## src/rtl/fifo_stream_reader_pkg.sv

```systemverilog
// Shared types and helpers for the FIFO stream reader.
// Holds the reader state encoding and counter sizing.
package fifo_stream_reader_pkg;

    typedef enum logic [1:0] {
        IDLE  = 2'd0,
        DRAIN = 2'd1,
        FLUSH = 2'd2
    } rd_state_e;

    // Bits needed to count 0..depth inclusive.
    function automatic int cnt_width(input int depth);
        return $clog2(depth + 1);
    endfunction

endpackage

```

## src/rtl/rd_stream_buf.sv

```systemverilog
// Circular output buffer for the FIFO stream reader.
// Push and pop may happen in the same cycle.
module rd_stream_buf
    import fifo_stream_reader_pkg::*;
#(
    parameter int DATA_WIDTH = 32,
    parameter int DEPTH      = 3,
    parameter int CW         = cnt_width(DEPTH)
) (
    input  logic                  clk_in,
    input  logic                  areset_b,
    input  logic                  push,
    input  logic [DATA_WIDTH-1:0] push_data,
    input  logic                  pop,
    output logic [CW-1:0]         count,
    output logic [DATA_WIDTH-1:0] head,
    output logic                  full,
    output logic                  empty
);

    localparam int IW = (DEPTH > 1) ? $clog2(DEPTH) : 1;

    logic [DATA_WIDTH-1:0] mem [DEPTH];
    logic [IW-1:0]         wr_ptr;
    logic [IW-1:0]         rd_ptr;
    logic                  do_push;
    logic                  do_pop;

    function automatic logic [IW-1:0] ptr_inc(
        input logic [IW-1:0] p
    );
        return (p == IW'(DEPTH - 1)) ? '0 : p + 1'b1;
    endfunction

    assign empty   = (count == '0);
    assign full    = (count == CW'(DEPTH));
    assign do_pop  = pop && !empty;
    assign do_push = push && (!full || do_pop);
    assign head    = empty ? '0 : mem[rd_ptr];

    // Storage write; contents need no reset since count gates head.
    always_ff @(posedge clk_in) begin
        if (do_push) begin
            mem[wr_ptr] <= push_data;
        end
    end

    // Pointer and occupancy tracking.
    always_ff @(posedge clk_in or negedge areset_b) begin
        if (!areset_b) begin
            wr_ptr <= '0;
            rd_ptr <= '0;
            count  <= '0;
        end else begin
            if (do_push) begin
                wr_ptr <= ptr_inc(wr_ptr);
            end
            if (do_pop) begin
                rd_ptr <= ptr_inc(rd_ptr);
            end
            case ({do_push, do_pop})
                2'b10:   count <= count + 1'b1;
                2'b01:   count <= count - 1'b1;
                default: count <= count;
            endcase
        end
    end

endmodule

```

## src/rtl/fifo_stream_reader.sv

```systemverilog
// Read-side FIFO consumer feeding a valid/ready stream.
// Issues credit-checked reads and tracks them through the read latency.
module fifo_stream_reader
    import fifo_stream_reader_pkg::*;
#(
    parameter int DATA_WIDTH  = 32,
    parameter int FIFO_RD_LAT = 1,
    parameter int BUF_DEPTH   = FIFO_RD_LAT + 2,
    parameter int CNT_WIDTH   = 16
) (
    input  logic                  clk_in,
    input  logic                  areset_b,
    input  logic [DATA_WIDTH-1:0] fifo_data_out,
    input  logic                  fifo_empty_ind,
    input  logic                  fifo_threshold_ind,
    output logic                  trans_read,
    input  logic                  burst_en,
    input  logic                  flush_req,
    output logic                  m_valid,
    input  logic                  m_ready,
    output logic [DATA_WIDTH-1:0] m_data,
    output logic                  flush_done,
    output logic                  busy,
    output logic [CNT_WIDTH-1:0]  rd_count
);

    localparam int CW = cnt_width(BUF_DEPTH);

    rd_state_e              state;
    rd_state_e              state_nxt;
    logic [FIFO_RD_LAT-1:0] pipe;
    logic [CW-1:0]          inflight;
    logic [CW-1:0]          buf_count;
    logic [CW:0]            credit_used;
    logic                   buf_empty;
    logic                   buf_full;
    logic                   push;
    logic                   pop;
    logic                   drain_go;

    assign credit_used = {1'b0, inflight} + {1'b0, buf_count};
    assign trans_read  = (state != IDLE) && !fifo_empty_ind
                      && !buf_full
                      && (credit_used < (CW+1)'(BUF_DEPTH));
    assign push        = pipe[FIFO_RD_LAT-1];
    assign m_valid     = !buf_empty;
    assign pop         = m_valid && m_ready;
    assign busy        = (state != IDLE) || (inflight != '0)
                      || !buf_empty;
    assign drain_go    = burst_en ? fifo_threshold_ind
                                  : !fifo_empty_ind;

    // Count outstanding reads still travelling through the latency pipe.
    always_comb begin
        inflight = '0;
        for (int i = 0; i < FIFO_RD_LAT; i++) begin
            inflight = inflight + CW'(pipe[i]);
        end
    end

    // State register, read-latency pipe and delivered-beat counter.
    always_ff @(posedge clk_in or negedge areset_b) begin
        if (!areset_b) begin
            state    <= IDLE;
            pipe     <= '0;
            rd_count <= '0;
        end else begin
            state <= state_nxt;
            pipe  <= FIFO_RD_LAT'({pipe, trans_read});
            if (pop) begin
                rd_count <= rd_count + 1'b1;
            end
        end
    end

    // Next-state and flush completion pulse.
    always_comb begin
        state_nxt  = state;
        flush_done = 1'b0;
        unique case (state)
            IDLE: begin
                if (flush_req) begin
                    state_nxt = FLUSH;
                end else if (drain_go) begin
                    state_nxt = DRAIN;
                end
            end
            DRAIN: begin
                if (flush_req) begin
                    state_nxt = FLUSH;
                end else if (fifo_empty_ind && !trans_read) begin
                    state_nxt = IDLE;
                end
            end
            FLUSH: begin
                if (fifo_empty_ind && inflight == '0 && buf_empty) begin
                    state_nxt  = IDLE;
                    flush_done = 1'b1;
                end
            end
            default: state_nxt = IDLE;
        endcase
    end

    rd_stream_buf #(
        .DATA_WIDTH (DATA_WIDTH),
        .DEPTH      (BUF_DEPTH),
        .CW         (CW)
    ) u_buf (
        .clk_in    (clk_in),
        .areset_b  (areset_b),
        .push      (push),
        .push_data (fifo_data_out),
        .pop       (pop),
        .count     (buf_count),
        .head      (m_data),
        .full      (buf_full),
        .empty     (buf_empty)
    );

endmodule

```

## config.mk

```make
export PLATFORM = sky130hd
export DESIGN_NAME = fifo_stream_reader
export DESIGN_NICKNAME = d
export VERILOG_FILES = /design/src/rtl/fifo_stream_reader_pkg.sv /design/src/rtl/rd_stream_buf.sv /design/src/rtl/fifo_stream_reader.sv
export SDC_FILE = /design/constraint.sdc
export NUM_CORES = 1
export LEC_CHECK = 0
export ABC_AREA = 1
export CORE_MARGIN = 10
export CORE_UTILIZATION = 54
export CTS_BUF_LIST = sky130_fd_sc_hd__clkbuf_4
export DETAILED_ROUTE_END_ITERATION = 10
export GPL_TIMING_DRIVEN = 0
export PLACE_DENSITY = 0.82
export RECOVER_POWER = 25
export SLEW_MARGIN = 20
export SYNTH_ARGS = -nofsm -noshare
export SYNTH_HDL_FRONTEND = slang
export SYNTH_SLANG_ARGS = --single-unit
```

## constraint.sdc

```tcl
create_clock -name clk_in -period 3.7 [get_ports clk_in]
set_clock_uncertainty 0.05 [all_clocks]
set_input_delay 0.555 -clock clk_in [delete_from_list [all_inputs] [get_ports clk_in]]
set_output_delay 0.555 -clock clk_in [all_outputs]
set_load 0.01 [all_outputs]
```

=== Word-level counts from Yosys, hierarchy flattened ===
Memory sizes are Yosys's and may differ from the RTL's.
Index checks and enable logic that the tools add are counted.
Widths: inputs -> output; s select.

* Reductions and logical operators: 22
* $lt $le $gt $ge: 1
* Equality and inequality tests: 10
* Muxes and demuxes: 15
* Add/subtract/negate cells: 6

{| class="wikitable"
|+ Operators by type and width
! kind !! number
|-
| $mux 32 || 1
|-
| $add 16x1->16 const B || 1
|-
| $mux 2 || 7
|-
| $eq 2x2->1 const B || 5
|-
| $logic_and 1x1->1 || 9
|-
| $add 2x1->2 const B || 3
|-
| $logic_not 2->1 || 3
|-
| $ne 3x3->1 const B || 2
|-
| $pmux 2 s3 || 1
|-
| $mux 1 || 5
|-
| $eq 2x1->1 const B || 2
|-
| $logic_not 1->1 || 4
|-
| $pmux 2 s2 || 1
|-
| $reduce_bool 2->1 || 2
|-
| $add 1x2->3 || 1
|-
| $logic_or 1x1->1 || 3
|-
| $lt 3x2->1 const B || 1
|-
| $reduce_and 3->1 || 1
|-
| $ne 2x2->1 const B || 1
|-
| $sub 2x1->2 const B || 1
|}

* Memories kept: 1
* Word-level logic and storage cells: 61
* Flip-flop bits (word level): 25
* Bits in writable memories: 96

{| class="wikitable"
|+ Memory list
! name !! words !! width !! rd ports !! clocked after memory_dff !! write ports !! line !! source
|-
| u_buf.mem || 3 || 32 || 1 || 0 || 1 || rd_stream_buf.sv:23 || <nowiki>logic [DATA_WIDTH-1:0] mem [DEPTH];</nowiki>
|}

=== Logic depth before layout (Yosys ltp) ===
* Word-level depth: 9
* Gate-level depth with buffers: 7

=== Modules after synthesis ===
A second synthesis with hierarchy kept.

* Cell total of the unflattened synthesis: 479
* Area total of the unflattened synthesis: 5261.3 sq um

{| class="wikitable"
|+ By module, submodules not included
! module !! seq. area each (sq um) !! cells an instance !! area an instance (sq um) !! times used
|-
| rd_stream_buf || 3032.9 || 353 || 4222.8 || 1
|-
| fifo_stream_reader || 475.5 || 126 || 1038.5 || 1
|}

=== Worst setup path after synthesis ===
OpenSTA, ideal clock, no wires.

* Kind: register to register
* From: register u_buf.count[0]
* To: memory u_buf.mem[2][0] (enable)
* Path slack: 0.351 ns
* Buffers on the path: 0
* Cell stages (with the launch flop): 4
* Data arrival time: 2.838 ns
* Clock period less this slack: 3.349 ns
* Cells stage by stage: dfrtp_1 nand2_1 o21ai_2 nor3_1

* Word-level cells in the longest chain between the ends: 8
* Elaborated cells on any way between the ends: 10
* Those cells by class: eq/ne: 1; mux: 2; reduce/logical: 7

{| class="wikitable"
|+ Ends and longest elaborated chain
! item !! line !! source
|-
| from (decl) || rd_stream_buf.sv:15 || <nowiki>output logic [CW-1:0] count,</nowiki>
|-
| from (signal assigned) || rd_stream_buf.sv:62 || <nowiki>2'b10: count <= count + 1'b1;</nowiki>
|-
| from (signal assigned) || rd_stream_buf.sv:63 || <nowiki>2'b01: count <= count - 1'b1;</nowiki>
|-
| from (signal assigned) || rd_stream_buf.sv:64 || <nowiki>default: count <= count;</nowiki>
|-
| $logic_not 2->1 || rd_stream_buf.sv:35 || <nowiki>assign empty = (count == '0);</nowiki>
|-
| $logic_not 1->1 || rd_stream_buf.sv:37, fifo_stream_reader.sv:46 ||
|-
| $logic_and 1x1->1 || fifo_stream_reader.sv:47 || <nowiki>assign pop = m_valid && m_ready;</nowiki>
|-
| $logic_and 1x1->1 || rd_stream_buf.sv:37 || <nowiki>assign do_pop = pop && !empty;</nowiki>
|-
| $logic_or 1x1->1 (*) || rd_stream_buf.sv:38 || <nowiki>assign do_push = push && (!full || do_pop);</nowiki>
|-
| $logic_and 1x1->1 (*) || rd_stream_buf.sv:38 ||
|-
| $mux 1 (*) || rd_stream_buf.sv:43 || <nowiki>if (do_push) begin</nowiki>
|-
| $mux 1 (implied by the code) (*) || rd_stream_buf.sv:44 || <nowiki>mem[wr_ptr] <= push_data;</nowiki>
|-
| to (decl) || rd_stream_buf.sv:23 ||
|}

Every way passes the cells marked *; elsewhere a longest branch is shown, timed or not.

=== Worst setup path after layout ===
* From: register u_buf.count[0]
* To: output port trans_read

* Word-level cells in the longest chain between the ends: 4
* Elaborated cells on any way between the ends: 6
* Those cells by class: add/sub: 1; order compare: 1; eq/ne: 1; reduce/logical: 3

{| class="wikitable"
|+ Ends and longest elaborated chain
! item !! line !! source
|-
| parallel branches: the longest is 3 deep, another holds $add 1x2->3 || -- ||
|-
| $logic_and 1x1->1 (*) || fifo_stream_reader.sv:44 || <nowiki>&& (credit_used < (CW+1)'(BUF_DEPTH));</nowiki>
|-
| to (decl) || fifo_stream_reader.sv:16 || <nowiki>output logic trans_read,</nowiki>
|}

Mark *: on every way between the ends.

==> flow_metrics.tcl <==
set metrics [dict create \
    status "finished, final reports clean" \
    die_w_um 117 \
    synth.top_cell.area_share 0.569 \
    synth-seq-cells 121 \
    initial_utilization 0.551 \
    hold_violations 0 \
    grt_pass1_vias 3825 \
    viasPerCell 5.27 \
    avgSynthCellArea_um2 11.3 \
    path_max_fanout 7 \
    hp-class "flop to flop" \
    hold_buffers 0 \
    clk_latency_ps 510 \
    cp-end-kind "primary output" \
    yosysTopAreaCell "edfxtp_1" \
    syn2layout_area_growth_pct 26.7 \
    wl_per_cell_um 16.5 \
    power.leakage_nw 2.67 \
    syn_area_um2 5060 \
    antenna_found_initial 0 \
    antenna_left 0 \
    dr.pass1.iters 5 \
    setup-violations-final 0 \
    fin_ws_ps 694 \
    grt_start_max_net_pins 33 \
    post-route-period-util 0.812 \
    fp.dieH_um 117 \
    post_cts.repair.setup_buffers 0 \
    cts_resized 0 \
    grt_pass1_wl_um 18300 \
    routed-via-count 3614 \
    port_buffers 90 \
    synth.area.top_cells "edfxtp_1 57%, dfrtp_1 12%, nand2_1 11%" \
    cts_root_buf "clkbuf_4" \
    layout-drive-gt1-share 0.113 \
    rsz0062_at_grt "false" \
    max_cap_violations 0 \
    row_count 35 \
    p_per_area_nw_per_um2 751 \
    dp_slack_ps 1050 \
    final_common_cell "nand2_1" \
    drt_iter0_drc 276 \
    die_area_um2 13700 \
    clkTransAtPathRegs_ps 120 \
    cts_buffer_depth 2 \
    tightest_slew_ps 793 \
    p_total_w 0.00482 \
    cts_num_sinks 121 \
    holdWs_ps 469 \
    irDropWorstVdd_v 0.000445 \
    layout.nets 604 \
    drv_slew 0 \
    ios 91 \
    grt_use_total 0.174 \
    ys_seq_area_frac 0.693 \
    crit_arrival_ps 2400 \
    grt_overflow_total 0 \
    cp.required_ps 3090 \
    cts_max_level 4 \
    drc 0 \
    cts_tree "done" \
    worstSetupPathType "flop to primary output" \
    cts_buffers 17 \
    mostFrequentLayoutCells "148 x nand2_1, 96 x edfxtp_1, 64 x clkdlybuf4s50_1" \
    syn_inst 448 \
    startpoint_type "flop" \
    ys_warn_count 0 \
    core-area_um2 9200 \
    gp_congestion 0.874 \
    max_freq_ghz 0.333 \
    wl_um 11300 \
    synth_nets 491 \
    min_period_ps 3010 \
    dp_hpwl_um 8000 \
    slew_headroom 0.468 \
    synth_cell_types 28 \
]
-- report_power, final --
group	total [W]	switching, W	internal, W	leakage, nW
sequential	0.00183	0.000122	0.00171	1.19
clock	0.000886	0.000531	0.000355	0.141
combinational	0.00210	0.00118	0.000927	1.33
total	0.00482	0.00183	0.00299	2.67
-- worst paths after layout --
kind | slack (ps) | cells after the start | start | endpoint
hold reg to reg | 470 | 2 | rd_count[15]$_DFFE_PN0P_ | rd_count[15]$_DFFE_PN0P_
setup reg to reg | 1680 | 4 | u_buf.count[0]$_DFFE_PN0P_ | u_buf.mem[2][17]$_DFFE_PP_
setup / recovery | 690 | 4 | u_buf.count[0]$_DFFE_PN0P_ | trans_read
min in group asynchronous | 490 | 2 | areset_b | rd_count[4]$_DFFE_PN0P_
hold / removal | 470 | 2 | rd_count[15]$_DFFE_PN0P_ | rd_count[15]$_DFFE_PN0P_
max in group asynchronous | 2720 | 2 | areset_b | u_buf.rd_ptr[1]$_DFFE_PN0P_
-- logic make-up (layout without fill, tap and decap cells) --
group / count (synthesis) / after routing / share of synthesized area
flops: 121 / 121 / 0.693
compound gates: 28 / 28 / 0.0368
xor+xnor: 10 / 10 / 0.0173
fa+ha+maj: 4 / 4 / 0.00988
simple gates: 214 / 214 / 0.186
buf+inv: 71 / 197 / 0.0573
other cells: 0 / 1 / 0
-- stage by stage --
step | area, um^2 | utilization | std cells | TNS [ps]
2_1_floorplan | 5060 | - | 448 | 0
3_3_place_gp | 6100 | 0.664 | 649 | -52580
3_5_place_dp | 6130 | 0.667 | 652 | 0
4_1_cts | 6410 | 0.697 | 684 | 0
5_1_grt | 6410 | 0.697 | 685 | 0
6_report | 6410 | 0.697 | 686 | 0
-- sequential cells by signal (all words and copies together) (netlist names) --
signal and cells:
u_buf.mem 96, rd_count 16, state 2, u_buf.count 2
u_buf.rd_ptr 2, pipe 1, u_buf.wr_ptr 2
-- critical path, cell delays in order (launching register included) --
cell             delay [ps]
dfrtp_1                 500
ha_1                    230
ha_1                    260
a211oi_1                300
clkdlybuf4s50_1         600
-- layer usage --
layer,part of all wire,GRT usage
met5,0,0
met4,0.016,0.0791
met3,0.10,0.0596
met2,0.51,0.297
met1,0.38,0.192
-- cell usage after synthesis --
cell type,instances
nand2_1,148
nand3_1,27
xnor2_1,7
o21ai_2,1
buf_4,1
ha_1,4
a211oi_1,1
nor2_1,12
clkbuf_1,2
nand4_1,9
a22oi_1,16
nand2_2,2
o21ai_1,2
inv_1,55
nand3b_1,2
buf_2,10
o21ai_0,7
nand3_4,1
buf_6,1
nor2_4,3
nor3_1,5
dfrtp_1,25
xor2_1,3
nor2_8,1
nor2_2,4
a21oi_1,1
inv_2,2
edfxtp_1,96
-- area by class of cell --
cell class | instances | area, um^2
multi-input cells | 256 | 1270
well taps | 111 | 139
fillers | 654 | 2780
clock buffers | 18 | 135
clock inverters | 14 | 140
plain buffers | 14 | 76.3
inverters | 57 | 214
flip-flops and latches | 121 | 3510
repair buffers | 94 | 928
diodes | 1 | 2.50
(Power assumes the default switching activity.)
